[src/rtl/spram_fifo_pkg.sv]
// Shared constants for the single-port-RAM FIFO controller.
//   DEFAULT_ADDR_SIZE : default RAM address width (depth = 2**ADDR_SIZE words)
//   DEFAULT_DATA_SIZE : default word width
//   OUT_BUF_DEPTH     : depth of the output skid buffer that hides RAM read latency
package spram_fifo_pkg;
    localparam int DEFAULT_ADDR_SIZE = 11;
    localparam int DEFAULT_DATA_SIZE = 9;
    localparam int OUT_BUF_DEPTH     = 2;
endpackage

[src/rtl/spram_fifo_ctrl_if.sv]
// Upstream/downstream word streams of the FIFO controller.
//   in_valid/in_ready/in_data    : upstream stream into the FIFO
//   out_valid/out_ready/out_data : downstream stream out of the FIFO
// Handshake: a word moves on a rising edge where valid && ready. A source
// holds valid and data stable until that edge; ready never depends on valid.
// modport master : the side producing in_* and consuming out_* (the user)
// modport slave  : the FIFO controller itself
interface spram_fifo_ctrl_if
    import spram_fifo_pkg::*;
#(
    parameter int DATA_SIZE = DEFAULT_DATA_SIZE
) ();
    logic                 in_valid;
    logic                 in_ready;
    logic [DATA_SIZE-1:0] in_data;
    logic                 out_valid;
    logic                 out_ready;
    logic [DATA_SIZE-1:0] out_data;

    modport master (
        output in_valid, in_data, out_ready,
        input  in_ready, out_valid, out_data
    );

    modport slave (
        input  in_valid, in_data, out_ready,
        output in_ready, out_valid, out_data
    );
endinterface

[src/rtl/spram_fifo_ctrl_fifo_out_buf.sv]
// Two-entry output buffer that holds words already read from the RAM.
//   clk, rst  : clock, asynchronous active-high reset (discards contents)
//   push      : store push_data (caller guarantees a free entry)
//   push_data : word captured from the RAM read port
//   pop       : remove the oldest word (caller guarantees valid)
//   valid     : at least one word held
//   data      : oldest word
//   cnt       : number of words held (0..2)
module fifo_out_buf
    import spram_fifo_pkg::*;
#(
    parameter int DATA_SIZE = DEFAULT_DATA_SIZE
) (
    input  logic                 clk,
    input  logic                 rst,
    input  logic                 push,
    input  logic [DATA_SIZE-1:0] push_data,
    input  logic                 pop,
    output logic                 valid,
    output logic [DATA_SIZE-1:0] data,
    output logic [1:0]           cnt
);
    logic [DATA_SIZE-1:0] mem_q [OUT_BUF_DEPTH];
    logic [DATA_SIZE-1:0] mem_d [OUT_BUF_DEPTH];
    logic                 wr_idx_q, wr_idx_d;
    logic                 rd_idx_q, rd_idx_d;
    logic [1:0]           cnt_q, cnt_d;

    always_comb begin
        mem_d    = mem_q;
        wr_idx_d = wr_idx_q;
        rd_idx_d = rd_idx_q;
        if (push) begin
            mem_d[wr_idx_q] = push_data;
            wr_idx_d        = ~wr_idx_q;
        end
        if (pop) begin
            rd_idx_d = ~rd_idx_q;
        end
        cnt_d = cnt_q + {1'b0, push} - {1'b0, pop};
    end

    always_ff @(posedge clk or posedge rst) begin
        if (rst) begin
            wr_idx_q <= 1'b0;
            rd_idx_q <= 1'b0;
            cnt_q    <= 2'd0;
        end else begin
            wr_idx_q <= wr_idx_d;
            rd_idx_q <= rd_idx_d;
            cnt_q    <= cnt_d;
        end
    end

    // Data storage needs no reset; cnt_q alone decides what is valid.
    always_ff @(posedge clk) begin
        mem_q <= mem_d;
    end

    assign valid = (cnt_q != 2'd0);
    assign data  = mem_q[rd_idx_q];
    assign cnt   = cnt_q;
endmodule

[src/rtl/spram_fifo_ctrl.sv]
// FIFO controller over one external single-port RAM with 1-cycle read latency.
// One RAM operation per cycle: reads have priority so the output buffer stays
// primed; writes take the remaining cycles.
//   clk, rst     : clock, asynchronous active-high reset
//   bus          : upstream/downstream word streams (slave modport)
//   ram_addr     : RAM address (write pointer on a write, else read pointer)
//   ram_wren     : RAM write enable
//   ram_data_in  : RAM write data
//   ram_data_out : RAM read data, valid the cycle after the read address
//   count        : words held in RAM + read in flight + output buffer
//   full         : RAM region holds 2**ADDR_SIZE unread words
//   empty        : count == 0
module spram_fifo_ctrl
    import spram_fifo_pkg::*;
#(
    parameter int ADDR_SIZE = DEFAULT_ADDR_SIZE,
    parameter int DATA_SIZE = DEFAULT_DATA_SIZE
) (
    input  logic                 clk,
    input  logic                 rst,
    spram_fifo_ctrl_if.slave     bus,
    output logic [ADDR_SIZE-1:0] ram_addr,
    output logic                 ram_wren,
    output logic [DATA_SIZE-1:0] ram_data_in,
    input  logic [DATA_SIZE-1:0] ram_data_out,
    output logic [ADDR_SIZE+1:0] count,
    output logic                 full,
    output logic                 empty
);
    localparam logic [ADDR_SIZE:0] RAM_DEPTH = {1'b1, {ADDR_SIZE{1'b0}}};
    localparam logic [2:0]         BUF_DEPTH = 3'(OUT_BUF_DEPTH);

    logic [ADDR_SIZE-1:0] wr_ptr_q, wr_ptr_d;
    logic [ADDR_SIZE-1:0] rd_ptr_q, rd_ptr_d;
    logic [ADDR_SIZE:0]   ram_cnt_q, ram_cnt_d;
    logic                 rd_pend_q, rd_pend_d;

    logic [1:0] buf_cnt;
    logic       buf_valid;
    logic       pop;
    logic       push;
    logic       read_issue;
    logic       in_ready;
    logic [2:0] buf_level;

    always_comb begin
        pop  = buf_valid && bus.out_ready;
        // Slots already claimed once this cycle's pop is taken into account;
        // the in-flight read will land in the buffer on this edge.
        buf_level  = {1'b0, buf_cnt} - {2'b0, pop} + {2'b0, rd_pend_q};
        read_issue = (ram_cnt_q != '0) && (buf_level < BUF_DEPTH);
        full       = (ram_cnt_q == RAM_DEPTH);
        in_ready   = !rst && !full && !read_issue;
        push       = bus.in_valid && in_ready;
    end

    always_comb begin
        ram_wren    = push;
        ram_addr    = push ? wr_ptr_q : rd_ptr_q;
        ram_data_in = bus.in_data;
        wr_ptr_d    = wr_ptr_q + {{(ADDR_SIZE-1){1'b0}}, push};
        rd_ptr_d    = rd_ptr_q + {{(ADDR_SIZE-1){1'b0}}, read_issue};
        ram_cnt_d   = ram_cnt_q + {{ADDR_SIZE{1'b0}}, push}
                                - {{ADDR_SIZE{1'b0}}, read_issue};
        rd_pend_d   = read_issue;
    end

    always_ff @(posedge clk or posedge rst) begin
        if (rst) begin
            wr_ptr_q  <= '0;
            rd_ptr_q  <= '0;
            ram_cnt_q <= '0;
            rd_pend_q <= 1'b0;
        end else begin
            wr_ptr_q  <= wr_ptr_d;
            rd_ptr_q  <= rd_ptr_d;
            ram_cnt_q <= ram_cnt_d;
            rd_pend_q <= rd_pend_d;
        end
    end

    // RAM read data is captured exactly one cycle after the read was issued.
    fifo_out_buf #(
        .DATA_SIZE (DATA_SIZE)
    ) u_out_buf (
        .clk       (clk),
        .rst       (rst),
        .push      (rd_pend_q),
        .push_data (ram_data_out),
        .pop       (pop),
        .valid     (buf_valid),
        .data      (bus.out_data),
        .cnt       (buf_cnt)
    );

    assign bus.in_ready  = in_ready;
    assign bus.out_valid = buf_valid;

    assign count = {1'b0, ram_cnt_q}
                 + {{ADDR_SIZE{1'b0}}, buf_cnt}
                 + {{(ADDR_SIZE+1){1'b0}}, rd_pend_q};
    assign empty = (count == '0);
endmodule

[src/flat_wrapper.sv]
// flat-port wrapper written by rule: the top's interface ports become plain ports
module spram_fifo_ctrl_flat import spram_fifo_pkg::*;
#(
    parameter int ADDR_SIZE = DEFAULT_ADDR_SIZE,
    parameter int DATA_SIZE = DEFAULT_DATA_SIZE
)
  (clk, rst, ram_addr, ram_wren, ram_data_in, ram_data_out, count, full, empty, bus_in_valid, bus_in_data, bus_out_ready, bus_in_ready, bus_out_valid, bus_out_data);
  spram_fifo_ctrl_if #(.DATA_SIZE(DATA_SIZE)) bus_i ();
  input  logic clk;
  input  logic rst;
  output logic [ADDR_SIZE-1:0] ram_addr;
  output logic ram_wren;
  output logic [DATA_SIZE-1:0] ram_data_in;
  input  logic [DATA_SIZE-1:0] ram_data_out;
  output logic [ADDR_SIZE+1:0] count;
  output logic full;
  output logic empty;
  input wire logic [$bits(bus_i.in_valid)-1:0] bus_in_valid;
  input wire logic [$bits(bus_i.in_data)-1:0] bus_in_data;
  input wire logic [$bits(bus_i.out_ready)-1:0] bus_out_ready;
  output wire logic [$bits(bus_i.in_ready)-1:0] bus_in_ready;
  output wire logic [$bits(bus_i.out_valid)-1:0] bus_out_valid;
  output wire logic [$bits(bus_i.out_data)-1:0] bus_out_data;
  assign bus_i.in_valid = bus_in_valid;
  assign bus_i.in_data = bus_in_data;
  assign bus_i.out_ready = bus_out_ready;
  assign bus_in_ready = bus_i.in_ready;
  assign bus_out_valid = bus_i.out_valid;
  assign bus_out_data = bus_i.out_data;
  spram_fifo_ctrl #(.ADDR_SIZE(ADDR_SIZE), .DATA_SIZE(DATA_SIZE)) u_core (.clk(clk), .rst(rst), .bus(bus_i), .ram_addr(ram_addr), .ram_wren(ram_wren), .ram_data_in(ram_data_in), .ram_data_out(ram_data_out), .count(count), .full(full), .empty(empty));
endmodule
[config.mk]
export PLATFORM = sky130hd
export DESIGN_NAME = spram_fifo_ctrl_flat
export DESIGN_NICKNAME = d
export VERILOG_FILES = /design/src/rtl/spram_fifo_pkg.sv /design/src/rtl/spram_fifo_ctrl_if.sv /design/src/rtl/spram_fifo_ctrl_fifo_out_buf.sv /design/src/rtl/spram_fifo_ctrl.sv /design/src/flat_wrapper.sv
export SDC_FILE = /design/constraint.sdc
export NUM_CORES = 1
export LEC_CHECK = 0
export BUFFER_PORTS_ARGS = -buffer_cell sky130_fd_sc_hd__buf_2
export CORE_MARGIN = 2
export CORE_UTILIZATION = 29
export DETAILED_ROUTE_END_ITERATION = 7
export GPL_TIMING_DRIVEN = 0
export PLACE_DENSITY = 0.54
export REMOVE_ABC_BUFFERS = 1
export SYNTH_ARGS = -nofsm -noshare
export SYNTH_HDL_FRONTEND = slang
export SYNTH_SLANG_ARGS = --single-unit
export TNS_END_PERCENT = 5
[constraint.sdc]
create_clock -name clk -period 10.3 [get_ports clk]
set_input_delay 1.545 -clock clk [delete_from_list [all_inputs] [get_ports clk]]
set_output_delay 1.545 -clock clk [all_outputs]
set_load 0.02 [all_outputs]
* Word level (Yosys, flattened, before mapping)
Index checks and enable logic that the tools add are counted.
** Operators by class
- Add/subtract/negate cells :: 10
- Order comparisons :: 4
- Eq/ne operators :: 1
- Muxes and demuxes :: 7
- Bitwise logic cells :: 4
- Reductions and logical operators :: 12
** Operators by type and width (count)
- $mux W9 :: 4
- $add A11 B1 Y11 :: 2
- $bwmux W18 :: 1
- $add A12 B2 Y13 :: 1
- $add A13 B1 Y13 :: 1
- $logic_not A13 Y1 :: 1
- $add A12 B1 Y12 :: 1
- $eq A12 B12 Y1 const B :: 1
- $reduce_bool A12 Y1 :: 1
- $sub A12 B1 Y12 :: 1
- $mux W11 :: 1
- $demux W9 S1 :: 1
- $logic_and A1 B1 Y1 :: 6
- $ge A2 B2 Y1 const B :: 2
- $not A1 Y2 :: 2
- $add A3 B1 Y3 :: 1
- $logic_not A1 Y1 :: 3
- $lt A3 B2 Y1 const B :: 1
- $sub A2 B1 Y3 :: 1
- $add A2 B1 Y2 :: 1
- $lt A2 B1 Y1 const B :: 1
- $not A1 Y1 :: 2
- $reduce_bool A2 Y1 :: 1
- $sub A2 B1 Y2 :: 1
** Word-level totals
- Bits in registers :: 57
- Input bits :: 22
- Output and inout port bits :: 47
- Word-level logic and storage cells :: 47

* Longest topological paths before layout
Gate-level depths: netlist of the first run.
- Depth after elaboration :: 11
- Gate-level depth with buffers :: 23
- Gate-level depth less buffers :: 22

* By module
Synthesis of the first run repeated with hierarchy kept, for this count alone.
** Unflattened totals
- Cells, all modules :: 289
- Area, all modules :: 3510.9 µm²
** Modules (own cells, without submodules)
- spram_fifo_ctrl :: times used 1, cells each 246, area each 2627.5 µm², seq. area each 875.8 µm²
- fifo_out_buf :: times used 1, cells each 43, area each 883.3 µm², seq. area each 640.6 µm²

* Worst setup path before layout of the first run
OpenSTA, ideal clock, no wires.
- Path kind :: in2out
- From :: input bus_out_ready
- To :: output ram_addr[2]
- Data arrival time :: 3820 ps
- Data required time :: 8755 ps
- Setup slack :: 4935 ps
- Stages :: 12
- Cells stage by stage :: and2_1 ha_1 inv_1 ha_1 inv_1 fa_1 xor2_1 a311oi_4 nor3_4 nand2_2 buf_6 mux2_4
** Between the ends
- Longest elaborated chain between the ends :: 9
** Ends and longest elaborated chain
- from (decl) :: RTL line flat_wrapper.sv:20 : input wire logic [$bits(bus_i.out_ready)-1:0] bus_out_ready;
- $logic_and A1 B1 Y1 :: RTL line spram_fifo_ctrl.sv:47 : pop = buf_valid && bus.out_ready;
- $sub A2 B1 Y3 :: RTL line spram_fifo_ctrl.sv:50 : buf_level = {1'b0, buf_cnt} - {2'b0, pop} + {2'b0, rd_pend_q};
- $add A3 B1 Y3 :: RTL line spram_fifo_ctrl.sv:50
- $lt A3 B2 Y1 :: RTL line spram_fifo_ctrl.sv:51 : read_issue = (ram_cnt_q != '0) && (buf_level < BUF_DEPTH);
- $logic_and A1 B1 Y1 :: RTL line spram_fifo_ctrl.sv:51
- net u_core.rd_pend_d :: RTL line spram_fifo_ctrl.sv:36 : logic rd_pend_q, rd_pend_d;
- $logic_not A1 Y1 :: RTL line spram_fifo_ctrl.sv:53 : in_ready = !rst && !full && !read_issue;
- $logic_and A1 B1 Y1 :: RTL line spram_fifo_ctrl.sv:53
- net bus_in_ready :: RTL line flat_wrapper.sv:21 : output wire logic [$bits(bus_i.in_ready)-1:0] bus_in_ready;
- $logic_and A1 B1 Y1 :: RTL line spram_fifo_ctrl.sv:54 : push = bus.in_valid && in_ready;
- $mux W11 :: RTL line spram_fifo_ctrl.sv:59 : ram_addr = push ? wr_ptr_q : rd_ptr_q;
- to (decl) :: RTL line flat_wrapper.sv:11 : output logic [ADDR_SIZE-1:0] ram_addr;
The timed path passes the listed nets, and every way through them passes these cells.

* Final worst setup path of the first run
- From :: input bus_out_ready
- To :: output ram_addr[1]
** Between the ends
- Longest elaborated chain between the ends :: 9
** Ends and longest elaborated chain
- $logic_and A1 B1 Y1 :: RTL line spram_fifo_ctrl.sv:47
- net u_core.pop :: RTL line spram_fifo_ctrl.sv:40 : logic pop;
- $sub A2 B1 Y3 :: RTL line spram_fifo_ctrl.sv:50
- $add A3 B1 Y3 :: RTL line spram_fifo_ctrl.sv:50
- $lt A3 B2 Y1 :: RTL line spram_fifo_ctrl.sv:51
- $logic_and A1 B1 Y1 :: RTL line spram_fifo_ctrl.sv:51
- net u_core.rd_pend_d :: RTL line spram_fifo_ctrl.sv:36
- $logic_not A1 Y1 :: RTL line spram_fifo_ctrl.sv:53
- $logic_and A1 B1 Y1 :: RTL line spram_fifo_ctrl.sv:53
- $logic_and A1 B1 Y1 :: RTL line spram_fifo_ctrl.sv:54
- $mux W11 :: RTL line spram_fifo_ctrl.sv:59
The timed path passes the listed nets, and every way through them passes these cells.

==> reports/results.ini, run 1 <==
[route]
routed_wl_um=6872
routedWlPerCell_um=14.00
num_vias=2246
drc_errors=5
drt_pre_antenna_iters=6
via_per_inst=4.574
ant_nets=0
drt_iter0_drc=111

[cts]
cts_buffers=9
cts_max_path_buffers=2
clk_pin_slew_ps=50
cts_repair_resize_count=0
htree_levels=3
clk_root_buffer_cell=clkbuf_16
post-cts-setup-buffers=0
holdBufCountCts=0
cts_tree=yes
clock_sinks=57
clock_latency_ps=320

[final_layout]
syn_to_final_growth_pct=19.22
nets=403
register_area_um2=1516
drive_gt1_share_pct=26.72
layout_commonest_cell=buf_2
multiInputGateArea_um2=1739
fillers=1142
mostFrequentLayoutCells=50 x buf_2, 39 x dfrtp_1, 34 x ha_1
n_antenna_cell=0

[grt]
busiest_layer=met2
use_met2_pct=17.45
grt_util_met1_pct=15.31
first_global_vias=2288
grt_max_degree=40
antenna_found_initial=0
grt_pass1_wl_um=11540
gr-usage-met3_pct=2.732
overflow=0
grt.total_usage_pct=11.45

[worst_hold_path]
hp-class=reg -> reg

[synth]
synth-seq-area-share_pct=43.94
async_reset_ff_share_pct=68.42
synth_top_family_by_area=adder cells
synth_area_leader_cell=dfrtp_1
synth_area_um2=3451
muxShareOfSynthArea_pct=7.687
synth_edf_count=18
synth_seq_cells=57
synth_ff_type=dfrtp_1
yosys_warnings=0
yosysTopAreaCellShare_pct=28.28
synth_adder_area_share_pct=14.65
syn_inst=293
yosys.cell_types.count=49
synthXorXnorAreaFrac_pct=10.41
synthTopCellsByArea=dfrtp_1 28%, edfxtp_1 16%, ha_1 12%
synth-compound-area-share_pct=6.925
avgSynthCellArea_um2=11.78
synthSimpleGateAreaFrac_pct=10.73

[critical_path]
cp.arrival_ps=4300
end_kind=output pin
r2r_slack_ps=5420
startpoint_type=input pin
path_class=in -> out
path_max_fanout=13
required_ps=8760

[timing]
maxSlewHeadroom_pct=42.86
hold_violations=0
max_freq_mhz=171.1
tightest_slew_ps=855.8
drv_slew=0
period_needed_ps=5843
fin_crit_sh_pct=56.73
setup_tns_ps=0
rsz0062_at_grt=false
finalSetupViolations=0
fin_skew_ps=7.332

[power_and_ir_drop]
cellLeakagePower_nw=1.921
power_mw=1.592
ir_worst_vdd_mv=0.09835
powerDensity_nw_per_um2=387.1

[floorplan]
die_height_um=113.1
rows=39
initial_core_util_pct=29.97
boundaryPins=69
core-area_um2=11520
die_area_um2=12790
die_w_um=113.1

[placement]
hpwl_um=5154
port_buffers=50
place.gp.congestion=0.7329

[job]
timing.max_cap.violations=0

[status]
status=finished, violations left
violations=DRC

-- power by group --
part           leakage, nW  switching (mW)  internal, mW
sequential           0.653          0.0803         0.319
clock                0.158           0.101         0.208
combinational         1.11           0.504         0.380
-- critical path, stage by stage --
cell and delay, ps:
buf_2 100, and2_1 160, ha_1 290, inv_1 50, ha_1 120, inv_1 50
fa_1 370, xor2_1 170, a311oi_4 470, nor3_4 80, nand2_2 330, mux2_2 390
buf_2 160
-- path summary, 6_finish.rpt --
path,start,endpoint,cells after the start
setup / recovery,bus_out_ready,ram_addr[1],13
hold reg to reg,u_core.u_out_buf.wr_idx_q$_DFFE_PP0P_,u_core.u_out_buf.wr_idx_q$_DFFE_PP0P_,1
min in group asynchronous,rst,u_core.wr_ptr_q[9]$_DFF_PP0_,2
setup reg to reg,u_core.u_out_buf.cnt[1]$_DFF_PP0_,u_core.ram_cnt_q[10]$_DFF_PP0_,22
max in group asynchronous,rst,u_core.ram_cnt_q[10]$_DFF_PP0_,2
hold / removal,u_core.u_out_buf.wr_idx_q$_DFFE_PP0P_,u_core.u_out_buf.wr_idx_q$_DFFE_PP0P_,1
-- Yosys cell counts, types with 7 or more instances --
library cell / instances
dfrtp_1: 39
mux2_4: 8
nor2_1: 12
xnor2_1: 32
ha_1: 34
nand2_1: 9
edfxtp_1: 18
buf_4: 9
and3_1: 7
a21oi_1: 9
xor2_1: 9
inv_1: 30
nand3_1: 12
mux2_2: 12
-- area by class of cell --
class	instances	share of cell area [%]
Sequential cell	57	36.86
Clock inverter	4	1.186
Timing Repair Buffer	50	6.083
Inverter	30	2.737
Clock buffer	12	6.509
Tap cell	143	4.349
Multi-Input combinational cell	195	42.27
-- logic make-up after synthesis --
group / count (synthesis)
AOI/OAI and AO/OA: 30
xor gates and xnor gates: 41
adders and majority gates: 38
buffers and inverters: 41
DFF: 57
muxes: 21
and+or+nand+nor: 65
-- flip-flops by register name, summed over array words and instances (netlist names) --
register,flops
u_core.u_out_buf.rd_idx_q,1
u_core.u_out_buf.wr_idx_q,1
u_core.rd_ptr_q,11
u_core.u_out_buf.mem_q,18
u_core.wr_ptr_q,11
u_core.ram_cnt_q,12
u_core.u_out_buf.cnt,2
u_core.rd_pend_q,1
-- stage by stage --
| step | instances | area, um^2 | utilization [%] | hold WS, ps | worst slack, ps |
|---|---|---|---|---|---|
| after floorplan | 282 | 3368 | - | 440.1 | 4858 |
| after global placement | 475 | 3797 | 32.97 | 456.4 | 4444 |
| after detailed placement | 475 | 3797 | 32.97 | 470.3 | 4424 |
| after CTS | 491 | 4114 | 35.72 | 480.3 | 4423 |
| after global routing | 491 | 4114 | 35.72 | 496.8 | 4291 |
| final | 491 | 4114 | 35.72 | 480.0 | 4457 |
-- metal layers --
layer / up-vias / routed length, um
li1: 1104 / -
met1: 1081 / 3205
met2: 54 / 3196
met3: 7 / 364
met4: 0 / 105
met5: - / 0
(Power assumes the default switching activity.)
==> run 2, diff against run 1 <==
- PLACE_DENSITY: 0.54 -> 0.56
- clock period: 10.3 -> 5.3 ns (I/O delays scaled with it)
==> run 2 against run 1 <==
The run still ends with DRC left. Die area is the same. Global-route usage shrank 0.49 points. Via count shrank 1.7%. Wire length shrank 4.2%. Combinational power grew 93%. Sequential share of layout area shrank 0.17 points. Clock skew shrank 2.9 ps. Cell area grew 0.46%. Worst setup slack lost 4000 ps.
==> reports/results.ini, run 2 (synthesized netlist as in run 1, its figures left out) <==
[final_layout]
reg_top3=u_core.u_out_buf.mem_q: 18 flops, u_core.ram_cnt_q: 12 flops
layout_commonest_cell=buf_2
n_antenna_cell=0  ; unchanged
mostFrequentLayoutCells=50 x buf_2, 39 x dfrtp_1, 34 x ha_1
largest_reg_flops=18  ; unchanged
syn_to_final_growth_pct=19.76
nets=403  ; unchanged
regMostFlops=u_core.u_out_buf.mem_q
final_util_pct=35.89  ; +0.16 points
final_area_um2=4133  ; +0.46%
drive_gt1_share_pct=27.01  ; +0.29 points

[grt]
grt.total_usage_pct=10.97  ; -0.49 points
gr-usage-met3_pct=3.803  ; +1.1 points
grt_pass1_wl_um=10960  ; -5.0%
use_met2_pct=16.65  ; -0.80 points
grt_util_met1_pct=14.07  ; -1.2 points
grt_max_degree=40  ; unchanged
antenna_found_initial=0  ; unchanged
busiest_layer=met2
overflow=0  ; unchanged
first_global_vias=2262  ; -1.1%

[timing]
hold_violations=0  ; unchanged
setup_tns_ps=0  ; unchanged
tightest_slew_ps=832.3  ; -23.52 ps
timing.hold.ws_ps=466.8  ; -13.18 ps
maxSlewHeadroom_pct=44.43  ; +1.6 points
period_needed_ps=4891
finalSetupViolations=0  ; unchanged
fin_skew_ps=4.410  ; -2.922 ps
drv_slew=0  ; unchanged
fin_crit_sh_pct=92.28
worst_slack_ps=409.4  ; -4048 ps
max_freq_mhz=204.5
rsz0062_at_grt=false

[critical_path]
worstReg2RegStart=u_core.u_out_buf.cnt[1]$_DFF_PP0_
cp_cell_sequence=inv_1, nand2_1, and2_1, ha_1, inv_1, ha_1, inv_1, fa_1, xor2_1, a311oi_4, nor3_4, nand2_2, ha_1, inv_1, ha_1, inv_1, fa_1, nor2b_4, o21a_1, o311ai_2, mux2i_1, a2111oi_2
worst_path_max_delay_cell=a311oi_4
r2r_slack_ps=410  ; -5010 ps
end_kind=register
path_class=reg -> reg
crit_top_cell=inv_1
r2r_cells=22  ; unchanged
slowest_delay_ps=440  ; -30 ps
required_ps=5500  ; -3260 ps
path_max_fanout=13  ; unchanged
reg2reg_to=u_core.ram_cnt_q[10]$_DFF_PP0_
cp.arrival_ps=5090  ; +790 ps
startpoint_type=register
critPathLaunch=u_core.u_out_buf.cnt[1]$_DFF_PP0_

[floorplan]
initial_core_util_pct=29.97  ; unchanged
boundaryPins=69  ; unchanged
die_w_um=113.1  ; unchanged
core-area_um2=11520  ; unchanged
die_height_um=113.1  ; unchanged
rows=39  ; unchanged
die_area_um2=12790  ; unchanged

[route]
routedWlPerCell_um=13.40  ; -4.2%
routed_wl_um=6580  ; -4.2%
ant_nets=0  ; unchanged
via_per_inst=4.495  ; -1.7%
drt_iter0_drc=114  ; +2.7%
num_vias=2207  ; -1.7%
drt_pre_antenna_iters=6  ; unchanged
drc_errors=6  ; +1

[cts]
holdBufCountCts=0  ; unchanged
htree_levels=3  ; unchanged
clock_sinks=57  ; unchanged
cts_max_path_buffers=2  ; unchanged
post-cts-setup-buffers=0  ; unchanged
cts_buffers=9  ; unchanged
cts_repair_resize_count=0  ; unchanged
clk_pin_slew_ps=50  ; about the same
clock_latency_ps=320  ; about the same
clk_root_buffer_cell=clkbuf_16
cts_tree=yes

[status]
status=finished, violations left
violations=DRC

[worst_hold_path]
hp-class=reg -> reg
holdPathStages=1  ; unchanged
min_from=u_core.rd_pend_q$_DFF_PP0_
min_to=u_core.u_out_buf.wr_idx_q$_DFFE_PP0P_

[placement]
port_buffers=50  ; unchanged
hpwl_um=4963  ; -3.7%
dpl_cell_area_um2=3797  ; unchanged
place.gp.congestion=0.7646  ; +4.3%
place_ws_ps=166.5  ; -4257 ps

[power_and_ir_drop]
powerDensity_nw_per_um2=751.8  ; +94%
cellLeakagePower_nw=1.930  ; +0.48%
ir_worst_vdd_mv=0.2018  ; +110%

[job]
timing.max_cap.violations=0  ; unchanged

-- run 2: power by group --
part	switching, mW	internal, mW	total [mW]
logic	0.976	0.734	1.71
clock network	0.195	0.430	0.625
registers	0.152	0.620	0.772
total	1.32	1.78	3.11
-- run 2: metal layers --
layer | up-vias | part of all wire (%) | wire length [um]
met2 | 50 | 46 | 3033
met1 | 1047 | 46 | 3015
li1 | 1102 | - | -
met5 | - | 0 | 0
met3 | 8 | 6.2 | 409
met4 | 0 | 1.8 | 121
-- run 2: worst max-delay path by stage --
| stage | end | slack, ps | cells after the start |
|---|---|---|---|
| 5_1_grt | u_core.ram_cnt_q[10]$_DFF_PP0_ | 120 | 22 |
| 3_5_place_dp | u_core.ram_cnt_q[10]$_DFF_PP0_ | 170 | 21 |
| 6_report | u_core.ram_cnt_q[10]$_DFF_PP0_ | 410 | 22 |
| 4_1_cts | u_core.ram_cnt_q[10]$_DFF_PP0_ | 360 | 22 |
| 3_3_place_gp | u_core.ram_cnt_q[10]$_DFF_PP0_ | 230 | 21 |
| 2_1_floorplan | u_core.ram_cnt_q[10]$_DFF_PP0_ | 670 | 20 |
-- run 2: final cells by class --
class                           count  area [um^2]
Fill cell                        1134         7383
Multi-Input combinational cell    195         1739
Sequential cell                    57         1516
Clock buffer                       13        291.5
Timing Repair Buffer               50        250.2
Tap cell                          143        178.9
Inverter                           30        112.6
Clock inverter                      3        43.79
-- run 2: through the flow --
stage / power, mW / instances
floorplan: 2.072 / 282
global placement: 2.479 / 475
detailed placement: 2.510 / 475
CTS: 3.162 / 491
global route: 3.383 / 491
finish: 3.107 / 491
-- run 2: critical path: cells and delay by family, from the launching register on --
| family | cells | cell delay [ps] |
|---|---|---|
| AOI/OAI and AO/OA | 4 | 1130 |
| xor gates and xnor gates | 1 | 180 |
| adders and majority gates | 6 | 1700 |
| buffers and inverters | 5 | 340 |
| DFF | 1 | 430 |
| muxes | 1 | 160 |
| and+or+nand+nor | 5 | 840 |
